<file path="src/rtl/zelda_sprite_pkg.sv">
// Shared types and constants for the player-sprite fetch path.
// Imported by the animation controller and the per-pixel fetch front end.
package zelda_sprite_pkg;

   typedef enum logic [1:0] {
      DIR_DOWN  = 2'd0,
      DIR_UP    = 2'd1,
      DIR_LEFT  = 2'd2,
      DIR_RIGHT = 2'd3
   } dir_t;

   typedef enum logic {
      ANIM_IDLE = 1'b0,
      ANIM_WALK = 1'b1
   } anim_state_t;

   localparam logic [3:0] TRANSPARENT_IDX = 4'h0;

   localparam int DEF_SPRITE_W = 16;
   localparam int DEF_SPRITE_H = 16;

   // Width of a counter over n values, never narrower than one bit.
   function automatic int clog2_min1(input int n);
      return (n > 1) ? $clog2(n) : 1;
   endfunction

endpackage

</file>
<file path="src/rtl/sprite_anim_ctrl.sv">
// Walk-animation FSM plus the per-frame direction latch.
// Only frame_tick cycles change any state held here.
module sprite_anim_ctrl
   import zelda_sprite_pkg::*;
#(
   parameter int FRAMES   = 2,
   parameter int ANIM_DIV = 8,
   parameter int FW       = clog2_min1(FRAMES),
   parameter int CW       = clog2_min1(ANIM_DIV)
) (
   input  logic          clk,
   input  logic          rst_n,
   input  logic          frame_tick,
   input  logic [1:0]    dir_in,
   input  logic          moving,
   output dir_t          dir_out,
   output logic [FW-1:0] anim_frame
);

   anim_state_t   state_q, state_d;
   logic [CW-1:0] cnt_q, cnt_d;
   logic [FW-1:0] frame_q, frame_d;
   dir_t          dir_q, dir_d;
   logic          dir_chg;

   // NOTE: every always_comb output gets a default first so no path can infer a latch.
   always_comb begin
      state_d = state_q;
      cnt_d   = cnt_q;
      frame_d = frame_q;
      dir_d   = dir_q;
      dir_chg = 1'b0;
      if (frame_tick) begin
         dir_d   = dir_t'(dir_in);
         dir_chg = (dir_d != dir_q);
         unique case (state_q)
            ANIM_IDLE: begin
               cnt_d   = '0;
               frame_d = '0;
               if (moving) state_d = ANIM_WALK;
            end
            ANIM_WALK: begin
               if (!moving) begin
                  state_d = ANIM_IDLE;
                  cnt_d   = '0;
                  frame_d = '0;
               end else if (dir_chg) begin
                  // A new facing restarts the step timer but keeps the pose.
                  cnt_d = '0;
               end else if (cnt_q == CW'(ANIM_DIV - 1)) begin
                  cnt_d   = '0;
                  frame_d = (frame_q == FW'(FRAMES - 1)) ? '0 : frame_q + 1'b1;
               end else begin
                  cnt_d = cnt_q + 1'b1;
               end
            end
            default: begin
               state_d = ANIM_IDLE;
               cnt_d   = '0;
               frame_d = '0;
            end
         endcase
      end
   end

   // NOTE: state registers use non-blocking assignments so all flops sample pre-edge values.
   always_ff @(posedge clk or negedge rst_n) begin
      if (!rst_n) begin
         state_q <= ANIM_IDLE;
         cnt_q   <= '0;
         frame_q <= '0;
         dir_q   <= DIR_DOWN;
      end else begin
         state_q <= state_d;
         cnt_q   <= cnt_d;
         frame_q <= frame_d;
         dir_q   <= dir_d;
      end
   end

   assign dir_out    = dir_q;
   assign anim_frame = frame_q;

endmodule

</file>
<file path="src/rtl/link_sprite_fetch.sv">
// Per-pixel player-sprite front end: box hit test, ROM addressing and the
// two-stage pipeline that hands a colour index to the palette lookup.
module link_sprite_fetch
   import zelda_sprite_pkg::*;
#(
   parameter int SPRITE_W = DEF_SPRITE_W,
   parameter int SPRITE_H = DEF_SPRITE_H,
   parameter int FRAMES   = 2,
   parameter int ANIM_DIV = 8,
   parameter int ADDR_W   = 11,
   parameter int FW       = clog2_min1(FRAMES)
) (
   input  logic              Clk,
   input  logic              Reset_n,
   input  logic              frame_tick,
   input  logic [9:0]        DrawX,
   input  logic [9:0]        DrawY,
   input  logic              pix_valid,
   input  logic [9:0]        sprite_x,
   input  logic [9:0]        sprite_y,
   input  logic [1:0]        dir,
   input  logic              moving,
   output logic [ADDR_W-1:0] rom_addr,
   input  logic [3:0]        rom_data,
   output logic [3:0]        pal_index,
   output logic              pix_hit,
   output logic [FW-1:0]     anim_frame
);

   dir_t        dir_q;
   logic [9:0]  sx_q, sx_d;
   logic [9:0]  sy_q, sy_d;
   logic        in_box_d_q, in_box_d_d;
   logic [3:0]  pal_index_q, pal_index_d;
   logic        pix_hit_q, pix_hit_d;

   logic        in_box;
   logic [10:0] x11, y11, sx11, sy11, dx, dy;

   sprite_anim_ctrl #(
      .FRAMES   (FRAMES),
      .ANIM_DIV (ANIM_DIV),
      .FW       (FW)
   ) u_anim (
      .clk        (Clk),
      .rst_n      (Reset_n),
      .frame_tick (frame_tick),
      .dir_in     (dir),
      .moving     (moving),
      .dir_out    (dir_q),
      .anim_frame (anim_frame)
   );

   // 11-bit compare so a sprite near column 639 / row 479 clips instead of wrapping.
   always_comb begin
      x11  = {1'b0, DrawX};
      y11  = {1'b0, DrawY};
      sx11 = {1'b0, sx_q};
      sy11 = {1'b0, sy_q};
      dx   = x11 - sx11;
      dy   = y11 - sy11;
      // NOTE: Reset_n gates the hit so rom_addr reads 0 during reset without waiting for a clock.
      in_box = Reset_n && pix_valid
            && (x11 >= sx11) && (x11 < sx11 + 11'(SPRITE_W))
            && (y11 >= sy11) && (y11 < sy11 + 11'(SPRITE_H));
      rom_addr = '0;
      if (in_box) begin
         rom_addr = ADDR_W'((((32'(dir_q) * FRAMES + 32'(anim_frame)) * SPRITE_H
                              + 32'(dy)) * SPRITE_W) + 32'(dx));
      end
   end

   // Position latches only move on frame_tick; the pixel in that cycle still sees the old box.
   always_comb begin
      sx_d        = frame_tick ? sprite_x : sx_q;
      sy_d        = frame_tick ? sprite_y : sy_q;
      in_box_d_d  = in_box;
      pal_index_d = in_box_d_q ? rom_data : TRANSPARENT_IDX;
      pix_hit_d   = in_box_d_q && (rom_data != TRANSPARENT_IDX);
   end

   always_ff @(posedge Clk or negedge Reset_n) begin
      if (!Reset_n) begin
         sx_q        <= '0;
         sy_q        <= '0;
         in_box_d_q  <= 1'b0;
         pal_index_q <= '0;
         pix_hit_q   <= 1'b0;
      end else begin
         sx_q        <= sx_d;
         sy_q        <= sy_d;
         in_box_d_q  <= in_box_d_d;
         pal_index_q <= pal_index_d;
         pix_hit_q   <= pix_hit_d;
      end
   end

   assign pal_index = pal_index_q;
   assign pix_hit   = pix_hit_q;

endmodule

</file>
<file path="config.mk">
export PLATFORM = sky130hd
export DESIGN_NAME = link_sprite_fetch
export DESIGN_NICKNAME = d
export VERILOG_FILES = /design/src/rtl/zelda_sprite_pkg.sv /design/src/rtl/sprite_anim_ctrl.sv /design/src/rtl/link_sprite_fetch.sv
export SDC_FILE = /design/constraint.sdc
export NUM_CORES = 1
export LEC_CHECK = 0
export CAP_MARGIN = 40
export CORE_MARGIN = 2
export CORE_UTILIZATION = 51
export DETAILED_ROUTE_END_ITERATION = 12
export PLACE_DENSITY = 0.81
export SETUP_SLACK_MARGIN = 0.2
export SLEW_MARGIN = 10
export SYNTH_ARGS = -nofsm -noshare
export SYNTH_HDL_FRONTEND = slang
export SYNTH_SLANG_ARGS = --single-unit
</file>
<file path="constraint.sdc">
create_clock -name Clk -period 7.85 [get_ports Clk]
set_input_delay 1.9625 -clock Clk [delete_from_list [all_inputs] [get_ports Clk]]
set_output_delay 1.9625 -clock Clk [all_outputs]
set_load 0.005 [all_outputs]
</file>
# Word-level counts from Yosys, hierarchy flattened
# Cells that the tools add are included.
# totals
reg_bits,33
out_inout_bits,17
word_cells,47
# classes
addsub,9
n_lt_le_gt_ge,4
eq_ne,4
mux,12
bitwise_logic,1
n_reduce_logical,8
# ops
op,n
$add 10x5->11 const B,2
$lt 10x11->1,2
$ge 10x10->1,2
$add 11x11->11,1
$mux 11,1
$sub 10x10->11,1
$mux 3,3
$add 7x7->7,1
$sub 7x7->7,1
$logic_and 1x1->1,6
$ne 3x3->1 const B,2
$pmux 3 s2,1
$mux 1,5
$mux 4,1
$reduce_bool 4->1,1
$add 3x1->3,1
$add 3x1->3 const B,1
$eq 3x3->1 const B,1
$reduce_and 3->1,1
$ne 2x2->1,1
$pmux 1 s2,1
$add 1x1->1 const B,1
$not 1->1,1

# Depth between registers and ports, before layout
# Gate-level depths: netlist of the first run.
# depth
depth_word,6
depth_mapped,18

# Hierarchy
# From an unflattened synthesis of the first run, not the netlist that was laid out.
# hier_totals
cells_unflattened,352
area_unflattened_um2,3244.4
# by_module_without_submodules
mod,n_inst,cells_each,area_per_inst_um2,seq_area_each_um2
link_sprite_fetch,1,323,2889.0,650.6
sprite_anim_ctrl,1,29,355.3,175.2

# Least setup slack after synthesis of the first run
# OpenSTA, ideal clock, no wires.
# synth_path
kind,input to output
start,in DrawY[1]
end,out rom_addr[10]
t_arrival_ps,4789
required_ps,5887
path_slack_ps,1098
path_stages,16
n_path_buf,0
path_cell_list,ha_1 > ha_1 > inv_1 > fa_1 > inv_1 > a21o_1 > a21oi_1 > xnor2_1 > fa_1 > ha_1 > nand2_1 > nor2_1 > a211oi_1 > o31a_1 > xnor2_1 > and2_1
# synth_via
elab_chain_cells,4
# synth_lines
element,line,text
from (decl),link_sprite_fetch.sv:17,"input logic [9:0] DrawY,"
$sub 7x7->7 / $ge 10x10->1 (equally long branches),"link_sprite_fetch.sv:61, link_sprite_fetch.sv:65",
$add 7x7->7 / $logic_and 1x1->1 (equally long branches),"link_sprite_fetch.sv:69, link_sprite_fetch.sv:65",
$add 11x11->11 / $logic_and 1x1->1 (equally long branches),"link_sprite_fetch.sv:69, link_sprite_fetch.sv:65",
$mux 11 *,link_sprite_fetch.sv:67,if (in_box) begin
to (decl),link_sprite_fetch.sv:23,"output logic [ADDR_W-1:0] rom_addr,"
# Every way passes the cells marked *; elsewhere a longest branch is shown, timed or not.

# Final worst setup path of the first run
# layout_path
start,in DrawY[2]
end,out rom_addr[10]
# Same word-level chain as after synthesis.

==> results of run 1 <==
[flip-flops by register name (all words and copies together), names as in the netlist]
name	count
sx_q	10
pal_index	4
pix_hit	1
u_anim.cnt_q	3
in_box_d_q	1
u_anim.dir_out	2
u_anim.state_q	1
sy_q	10
u_anim.anim_frame	1
[path summary, 6_finish.rpt]
kind | startpoint | end | slack [ps] | cells past startpoint
setup / recovery | DrawY[2] | rom_addr[10] | 210 | 13
hold / removal | u_anim.state_q | u_anim.state_q | 490 | 1
setup reg to reg | sx_q[4] | in_box_d_q | 5410 | 10
hold reg to reg | u_anim.state_q | u_anim.state_q | 490 | 1
max in group asynchronous | Reset_n | pix_hit | 5340 | 2
min in group asynchronous | Reset_n | sy_q[1] | 2180 | 2
[routing by layer]
layer | wire length, um | track usage (%)
met1 | 3077 | 28.27
met2 | 4120 | 44.03
met3 | 337 | 3.152
met4 | 140 | 6.885
met5 | 0 | 0
[power by group]
part	switching, uW	internal (uW)
registers	10.2	182
clock network	67.8	61.2
logic	228	237
[logic make-up after synthesis]
kind of cell    share of synthesized area [%]
fa+ha+maj                               30.47
xor+xnor                                6.683
mux                                     1.432
compound gates                          14.68
buf+inv                                 6.921
simple gates                            13.56
flops                                   26.25
[worst register-to-register path: cells and delay by family (launching register included)]
family,cells,cell delay (ps)
xor+xnor,1,140
buf+inv,1,230
compound gates,4,610
fa+ha+maj,2,580
flops,1,460
simple gates,2,360
[repair_timing]
item / 4_1_cts / 5_1_grt
endpoints found under the setup margin: 2 / 3
gates resized for setup: 13 / 12
buffers inserted: 3 / 0
pin swaps: 6 / 5
[cell type report]
| type | count | share of cell area [%] |
|---|---|---|
| multi-input combinational | 251 | 53.84 |
| clock buffer | 5 | 1.651 |
| clock inverter | 3 | 0.4202 |
| tap | 75 | 2.251 |
| sequential | 33 | 19.81 |
| inverter | 51 | 4.592 |
| timing repair buffer | 74 | 17.44 |
[stage by stage]
stage	instances	util (%)	power [uW]	area [um^2]
finish	492	70.00	785.9	4169
global route	492	70.00	841.0	4169
CTS	492	68.78	725.6	4096
detailed placement	481	65.71	549.1	3914
global placement	481	65.71	532.7	3914
floorplan	341	-	448.6	3146
[cells in the final DEF, fill, tap and decap left out, types with 2 or more instances in the layout]
cell,count
mux2_1,3
xor2_1,4
and2_1,11
nor2b_1,3
clkinv_2,2
o21ai_1,16
and3_1,3
ha_1,42
fa_1,14
xnor2_1,17
a21oi_1,14
o211ai_1,2
ha_4,7
clkbuf_8,5
buf_4,7
and2b_1,2
nand4b_1,2
nand4_1,2
ha_2,2
dfrtp_1,33
a211oi_1,4
dlymetal6s2s_1,2
nor3_1,3
nand3_1,12
inv_1,50
nand2_1,29
a21oi_2,2
nand2b_1,2
fa_2,2
nor2_1,6
xnor2_2,3
clkdlybuf4s50_1,64
a21o_1,3
o21ai_0,17
and3b_1,3
==> results.txt, run 1 <==
outcome -> finished, final reports clean
initial core utilization -> 52.82%
flip-flop and latch count after synthesis -> 33
sequential fraction of the synthesis area -> 26.25%
Most common cell on crit path -> xnor2_2
hpwl dp -> 5.865 mm
GRT Overall Usage -> 23.65%
worst hold path class -> reg -> reg
Final GP Congestion -> 0.8846
Least-Margin Pin Slew -> 457.3 ps
crit path DAT -> 5680 ps
Pins Over Slew Limit -> 0
Cell Rows -> 28
CP bufs+invs -> 2
GRT overflow -> 0
Final setup viols -> 0
top-area cell type share of the netlist area -> 26.25%
Tmin final -> 7641 ps
Post-DRT Antenna Nets -> 0
Main synth FF type -> dfrtp_1
diode count -> 0
FF+latch area -> 825.8 um^2
top cells by area, synth -> dfrtp_1 (26%), ha_1 (20%), fa_1 (10%)
NumNets Final -> 534
final hold viol count -> 0
Post-synth EDFFs -> 0
number of global-route vias before repair -> 2708
final wirelength -> 7.675 mm
CTS HTree Levels -> 2
core area -> 5956 um^2
CP Class -> in -> out
CP max-delay cell -> fa_1
hold slack final -> 490.8 ps
VDD IR max -> 0.1349 mV
WP data required -> 5890 ps
Critical Path End Type -> primary output
hold_buf cts -> 0
max_cap viols -> 0
DR vias/cell -> 5.445
Syn Area/Cell -> 9.224 um^2
CTS buffer count -> 5
power per cell area -> 188.5 nW/um^2
CTS Sinks -> 33
yosys warns -> 0
Synth cell types -> 46
PortBufs -> 67
post-synth top area cell -> dfrtp_1
leakage power -> 0.001929 uW
via count -> 2679
clk_skew -> 13.16 ps
Die H -> 82.54 um
Pre-antenna DRT Iters -> 6
Gate Count Post-Synth -> 341
drt drc -> 0
largest net degree at the start of global routing -> 48
Multi-input gate area -> 2245 um^2
Worst path top cell family by delay -> adder cells
CTS root buf -> clkbuf_8
final setup margin -> 209.1 ps
layout cell share with drive strength beyond 1 -> 8.873%
Slowest Stage Delay on Critical Path -> 610 ps
Slew HR -> 69.51%
startpoint types -> input port
crit path cell chain -> clkdlybuf4s50_1 -> ha_2 -> fa_2 -> a21oi_2 -> xnor2_2 -> fa_1 -> ha_4 -> a41o_1 -> a211oi_4 -> o31a_1 -> xnor2_2 -> and2_1 -> dlygate4sd2_1
Fill cells -> 448
post-synthesis cell area -> 3146 um^2
Worst-path clk slew -> 70 ps
Die X -> 82.54 um
ys async rst share -> 100.0%
Layout area overhead -> 32.54%
RSZ-0062 raised after global routing -> no
Max Root-Sink Buffers -> 2
CTS tree -> done
post-DR wirelength/cell -> 15.60 um
initial drt markers -> 111
Syn Nets -> 459
DP Worst Slack -> -76.22 ps
setup TNS -> 0 ps
initial antenna violation count -> 0
clk_lat worst skew -> 290 ps
die outline area -> 6812 um^2
CP Max Fanout -> 4
final worst path period share -> 97.34%
most instantiated cells after synthesis -> ha_1 (51), inv_1 (51), dfrtp_1 (33), nand2_1 (30), xnor2_1 (20)
I/O pin cnt -> 68
FMAX -> 0.1309 GHz
global-route wire length before repair -> 12.20 mm
(Power assumes the default switching activity.)
==> run 2, diff against run 1 <==
- RECOVER_POWER: default -> 100
==> run 2 against run 1 <==
- the flow now finishes with violations (max-capacitance violations, max-slew violations)
- worst hold slack is essentially flat
- count of clock-buffer cells in the layout did not move
- core utilization decreased by 0.40 points
- worst setup slack better by 0.63 ps
- final cell count is the same
- register-to-register slack worse by 290 ps
- first-iteration DRC count increased by 22%
- critical path type unchanged
- critical endpoint unchanged
- largest power group unchanged
==> results.txt, run 2 (synthesized netlist as in run 1, its figures left out) <==
GRT Overall Usage -> 23.65% (unchanged)
number of global-route vias before repair -> 2708 (unchanged)
Die X -> 82.54 um (unchanged)
die outline area -> 6812 um^2 (unchanged)
Final GP Congestion -> 0.8846 (unchanged)
clk_lat worst skew -> 290 ps (about the same)
power per cell area -> 187.0 nW/um^2 (-0.79%)
Cell Rows -> 28 (unchanged)
Tmin final -> 7640 ps (-0.6280 ps)
DR vias/cell -> 5.402 (-0.78%)
Max Root-Sink Buffers -> 2 (unchanged)
Critical R2R Launch -> sx_q[4]
GRT overflow -> 0 (unchanged)
crit path DAT -> 5680 ps (about the same)
placed cells -> 481 (unchanged)
leakage power -> 0.001964 uW (+1.8%)
Fill cells -> 453 (+1.1%)
Slowest Stage Delay on Critical Path -> 610 ps (about the same)
VDD IR max -> 0.1335 mV (-1.0%)
R2R Path End -> in_box_d_q
CTS tree -> done
Finished Layout Cells -> 492 (unchanged)
hpwl dp -> 5.865 mm (unchanged)
DP Worst Slack -> -76.22 ps (unchanged)
Layout area overhead -> 31.78%
CTS Sinks -> 33 (unchanged)
largest net degree at the start of global routing -> 48 (unchanged)
Slew HR -> -27.89% (-97 points)
global-route wire length before repair -> 12.20 mm (unchanged)
Post-DRT Antenna Nets -> 0 (unchanged)
CTS root buf -> clkbuf_8
diode count -> 0 (unchanged)
Reg2Reg Depth -> 10 (unchanged)
crit path to -> rom_addr[10]
worst setup path start -> DrawY[2]
Die H -> 82.54 um (unchanged)
final hold viol count -> 0 (unchanged)
FF+latch area -> 825.8 um^2 (unchanged)
crit path cell chain -> clkdlybuf4s50_1 -> ha_2 -> fa_2 -> a21oi_2 -> xnor2_2 -> fa_1 -> ha_4 -> a41o_1 -> a211oi_4 -> o31a_1 -> xnor2_2 -> and2_1 -> dlygate4sd2_1
R2R Setup Slk -> 5120 ps (-290 ps)
WP data required -> 5890 ps (about the same)
core area -> 5956 um^2 (unchanged)
commonest non-fill, non-tap cell in the layout -> inv_1
initial drt markers -> 135 (+22%)
most frequent cells in the layout -> inv_1 (50), clkdlybuf4s50_1 (45), ha_1 (43), dfrtp_1 (33), o21ai_0 (30)
post-DR wirelength/cell -> 15.61 um (about the same)
CP bufs+invs -> 2 (unchanged)
initial core utilization -> 52.82% (unchanged)
initial antenna violation count -> 0 (unchanged)
Multi-input gate area -> 2232 um^2 (-0.56%)
layout cell share with drive strength beyond 1 -> 7.914% (-0.96 points)
startpoint types -> input port
final wirelength -> 7.681 mm (about the same)
drt drc -> 0 (unchanged)
via count -> 2658 (-0.78%)
final setup margin -> 209.7 ps (+0.6280 ps)
clk_skew -> 13.81 ps (+0.6510 ps)
Pre-antenna DRT Iters -> 4 (-2)
FMAX -> 0.1309 GHz (about the same)
failing checks -> max-capacitance violations, max-slew violations
PortBufs -> 67 (unchanged)
final worst path period share -> 97.33% (about the same)
NumNets Final -> 534 (unchanged)
Worst-path clk slew -> 60 ps (about the same)
Worst path top cell family by delay -> adder cells
CTS buffer count -> 5 (unchanged)
stages on the worst setup path -> 13 (unchanged)
RSZ-0062 raised after global routing -> no
CTS HTree Levels -> 2 (unchanged)
CP Class -> in -> out
Most common cell on crit path -> xnor2_2
CP Max Fanout -> 4 (unchanged)
worst hold path startpoint -> u_anim.state_q
Least-Margin Pin Slew -> 1918 ps (+1461 ps)
outcome -> finished with violations
Pins Over Slew Limit -> 82 (+82)
hold_buf cts -> 0 (unchanged)
CP max-delay cell -> fa_1
Final Power -> 775.3 uW (-1.4%)
worst hold path class -> reg -> reg
I/O pin cnt -> 68 (unchanged)
max_cap viols -> 2 (+2)
Critical Path End Type -> primary output
Final setup viols -> 0 (unchanged)
-- run 2: worst min path at each step --
| stage | endpoint | slack, ps | cells after the start |
|---|---|---|---|
| after CTS | u_anim.state_q | 500 | 1 |
| after global placement | u_anim.state_q | 470 | 1 |
| final | u_anim.state_q | 490 | 1 |
| after floorplan | u_anim.state_q | 460 | 1 |
| after global routing | sx_q[0] | 530 | 1 |
| after detailed placement | u_anim.state_q | 480 | 1 |
-- run 2: worst reg2reg max path: cells and delay by family, from the launching register on --
kind                       cells  cell delay (ps)
buffers and inverters          1              460
adders and majority gates      2              570
xor gates and xnor gates       1              140
and+or+nand+nor                2              350
AOI/OAI and AO/OA              4              590
DFF                            1              450
-- run 2: cell type report --
class | count | area share [%]
Multi-Input combinational cell | 251 | 53.85
Sequential cell | 33 | 19.92
Timing Repair Buffer | 74 | 17.27
Inverter | 51 | 4.618
Tap cell | 75 | 2.264
Clock buffer | 5 | 1.660
Clock inverter | 3 | 0.4226
-- run 2: what timing repair did --
action | in CTS | in global routing
endpoints found under the hold margin | 0 | 0
endpoints found under the setup margin | 2 | 3
setup buffers | 3 | 0
cloned | 0 | 0
pin swaps | 6 | 5
resized for setup | 13 | 12
-- run 2: power by group --
part / switching [uW] / total [uW] / internal [uW] / leakage, uW
Clock: 67.4 / 129 / 61.2 / 0.0000439
Sequential: 10.1 / 192 / 182 / 0.000417
Combinational: 226 / 455 / 229 / 0.00150
-- run 2: metal layers --
| metal | GRT usage (%) | share of wire, % | wire [um] | vias up |
|---|---|---|---|---|
| li1 | - | - | - | 1303 |
| met1 | 28.27 | 39 | 3028 | 1280 |
| met2 | 44.03 | 55 | 4208 | 63 |
| met3 | 3.152 | 4.0 | 304 | 12 |
| met4 | 6.885 | 1.8 | 140 | 0 |
| met5 | 0 | 0 | 0 | - |
-- run 2: through the flow --
step	util, %	cell area, um^2	hold slack (ps)	setup TNS [ps]
after detailed placement	65.71	3914	482.9	-76.22
after CTS	68.78	4096	498.7	0
after global placement	65.71	3914	468.7	0
after global routing	69.60	4145	527.2	0
final	69.60	4145	490.7	0
after floorplan	-	3146	458.0	0
==> run 3, diff against run 2 <==
- SYNTH_HIERARCHICAL: default -> 1
==> run 3 against run 2 <==
- largest power group unchanged
- clock skew shrank 5.4 ps
- critical endpoint is now rom_addr[9]
- the flow still finishes with violations (max-capacitance violations, max-slew violations)
- wire length fell by 2.4%
- worst setup slack improved by 10 ps
==> results.txt, run 3 <==
P_sw -> 291.6 uW (-3.8%)
initial core utilization -> 51.98% (-0.83 points)
drt drc -> 0 (unchanged)
largest net degree at the start of global routing -> 47 (-2.1%)
final hold viol count -> 0 (unchanged)
FMAX -> 0.1311 GHz (+0.13%)
Layout area overhead -> 27.84%
ys async rst share -> 100.0% (unchanged)
commonest non-fill, non-tap cell in the layout -> inv_1
WP data required -> 5890 ps (about the same)
post-DR wirelength/cell -> 14.99 um (-4.0%)
CTS HTree Levels -> 2 (unchanged)
CTS tree -> done
DR vias/cell -> 5.442 (+0.73%)
GRT overflow -> 0 (unchanged)
global-route wire length before repair -> 12.28 mm (+0.68%)
flip-flop and latch count after synthesis -> 33 (unchanged)
initial antenna violation count -> 0 (unchanged)
PortBufs -> 67 (unchanged)
RSZ-0062 raised after global routing -> no
die outline area -> 7016 um^2 (+3.0%)
CTS root buf -> clkbuf_8
diode count -> 0 (unchanged)
clk_lat worst skew -> 290 ps (about the same)
Syn Nets -> 470 (+2.4%)
Post-synth EDFFs -> 0 (unchanged)
initial drt markers -> 160 (+19%)
Die H -> 83.76 um (+1.5%)
clk_skew -> 8.439 ps (-5.372 ps)
Cell Rows -> 29 (+3.6%)
GRT Overall Usage -> 21.52% (-2.1 points)
Internal Dissipation -> 440.5 uW (-6.7%)
failing checks -> max-capacitance violations, max-slew violations
setup TNS -> 0 ps (unchanged)
clock power share -> 17.4% (+0.8 points)
final worst path period share -> 97.20% (-0.13 points)
Seq pwr share -> 26.2% (+1.5 points)
max_cap viols -> 2 (unchanged)
Worst-path clk slew -> 70 ps (about the same)
Fill cells -> 492 (+8.6%)
setup bufs post-CTS -> 0 (-3)
Pre-antenna DRT Iters -> 4 (unchanged)
NumNets Final -> 540 (+1.1%)
final wirelength -> 7.495 mm (-2.4%)
startpoint types -> input port
layout cell share with drive strength beyond 1 -> 10.17% (+2.3 points)
CTS Sinks -> 33 (unchanged)
top cells by area, synth -> dfrtp_1 (25%), ha_1 (20%), fa_1 (9.9%)
number of global-route vias before repair -> 2817 (+4.0%)
placed cells -> 492 (+2.3%)
FF+latch area -> 825.8 um^2 (unchanged)
hold_buf cts -> 0 (unchanged)
Final GP Congestion -> 0.8696 (-1.7%)
yosys warns -> 6 (+6)
CP Max Fanout -> 6 (+2)
VDD IR max -> 0.1247 mV (-6.6%)
Die X -> 83.76 um (+1.5%)
Pins Over Slew Limit -> 81 (-1.2%)
Multi-input gate area -> 2260 um^2 (+1.2%)
Post-DRT Antenna Nets -> 0 (unchanged)
Gate power share -> 56.4% (-2.3 points)
Least-Margin Pin Slew -> 1810 ps (-108.8 ps)
Critical Path End Type -> primary output
switch share -> 39.83% (+0.72 points)
Slew HR -> -20.64% (+7.3 points)
I/O pin cnt -> 68 (unchanged)
hpwl dp -> 5.987 mm (+2.1%)
CP Class -> in -> out
Finished Layout Cells -> 500 (+1.6%)
crit path DAT -> 5670 ps (about the same)
leakage power -> 0.001909 uW (-2.8%)
Tmin final -> 7630 ps (-10.05 ps)
post-synthesis cell area -> 3244 um^2 (+3.1%)
worst hold path class -> reg -> reg
post-layout util -> 66.46% (-3.1 points)
sequential fraction of the synthesis area -> 25.45% (-0.80 points)
via count -> 2721 (+2.4%)
core area -> 6241 um^2 (+4.8%)
outcome -> finished with violations
power per cell area -> 176.5 nW/um^2 (-5.6%)
most frequent cells in the layout -> inv_1 (52), ha_1 (45), clkdlybuf4s50_1 (45), dfrtp_1 (33), o21ai_0 (32)
Main synth FF type -> dfrtp_1
Max Root-Sink Buffers -> 2 (unchanged)
Gate Count Post-Synth -> 352 (+3.2%)
Syn Area/Cell -> 9.217 um^2 (about the same)
top-area cell type share of the netlist area -> 25.45% (-0.80 points)
Synth cell types -> 54 (+17%)
most instantiated cells after synthesis -> ha_1 (51), inv_1 (51), dfrtp_1 (33), o21ai_0 (33), nand2_1 (29)
hold slack final -> 503.1 ps (+12.45 ps)
post-synth top area cell -> dfrtp_1
Final setup viols -> 0 (unchanged)
CTS buffer count -> 5 (unchanged)
==> run 3: cell types whose count changed in the layout (fill, tap and decap cells not counted), sizes merged, moves of 4 or more <==
cell,change
nor2,+9
and2,-7
a21oi,+4
buf,-4
nor3,+4
==> run 3: final timing paths <==
| kind | start | to | slack [ps] | cells past startpoint |
|---|---|---|---|---|
| setup / recovery | DrawY[0] | rom_addr[9] | 220 | 16 |
| min in group asynchronous | Reset_n | u_anim/cnt_q[0] | 2820 | 2 |
| hold / removal | u_anim/cnt_q[1] | u_anim/cnt_q[1] | 500 | 1 |
| setup reg to reg | sx_q[6] | in_box_d_q | 5130 | 10 |
| max in group asynchronous | Reset_n | pal_index[2] | 3990 | 2 |
| hold reg to reg | u_anim/cnt_q[1] | u_anim/cnt_q[1] | 500 | 1 |
==> run 3: power groups by stage <==
stage                     clock [uW]  combinational, uW  sequential [uW]
final                            127                413              192
after global routing             137                453              194
after CTS                        130                382              192
after detailed placement           0                368              195
after global placement             0                351              195
after floorplan                    0                272              193
==> run 3: cell families after synthesis <==
kind of cell / count (synthesis) / share of synthesized area, %
xor gates and xnor gates: 24 / 6.479
adders and majority gates: 67 / 29.54
muxes: 5 / 1.735
AOI/OAI and AO/OA: 77 / 14.96
and+or+nand+nor: 87 / 14.65
buffers and inverters: 59 / 7.173
DFF: 33 / 25.45
==> run 3: critical path, cell delays in order <==
cell	delay (ps)
clkdlybuf4s50_1	450
inv_1	40
ha_1	200
inv_1	100
ha_2	210
inv_1	60
fa_2	370
xnor2_2	150
fa_1	490
ha_2	310
or2_2	300
a21oi_1	140
a21oi_1	60
xnor2_1	180
nor2_2	40
dlygate4sd3_1	590
==> run 3: area by class of cell <==
type                       instances  share of cell area [%]
clock buffer                       5                   1.659
clock inverter                     3                  0.4223
inverter                          53                   4.796
multi-input combinational        260                   54.48
sequential                        33                   19.91
tap                               77                   2.323
timing repair buffer              69                   16.41
==> run 3: metrics by stage <==
step	setup slack [ps]	total power [uW]	instance area (um^2)
detailed placement	61.98	563.1	3993
global route	86.18	784.2	4148
global placement	207.5	545.3	3993
CTS	188.5	704.2	4096
floorplan	1331	465.0	3244
finish	219.8	732.1	4148
==> run 3: what timing repair did <==
action                                  4_1_cts  5_1_grt
resized for setup                             4       11
endpoints found under the setup margin        2        2
pin swaps                                     0        3
==> run 3: routing by layer <==
layer	up-vias	routed length (um)	GRT usage [%]
met4	0	136	7.918
met3	13	262	3.363
met2	71	3969	38.91
li1	1337	-	-
met1	1300	3126	25.72
met5	-	0	0
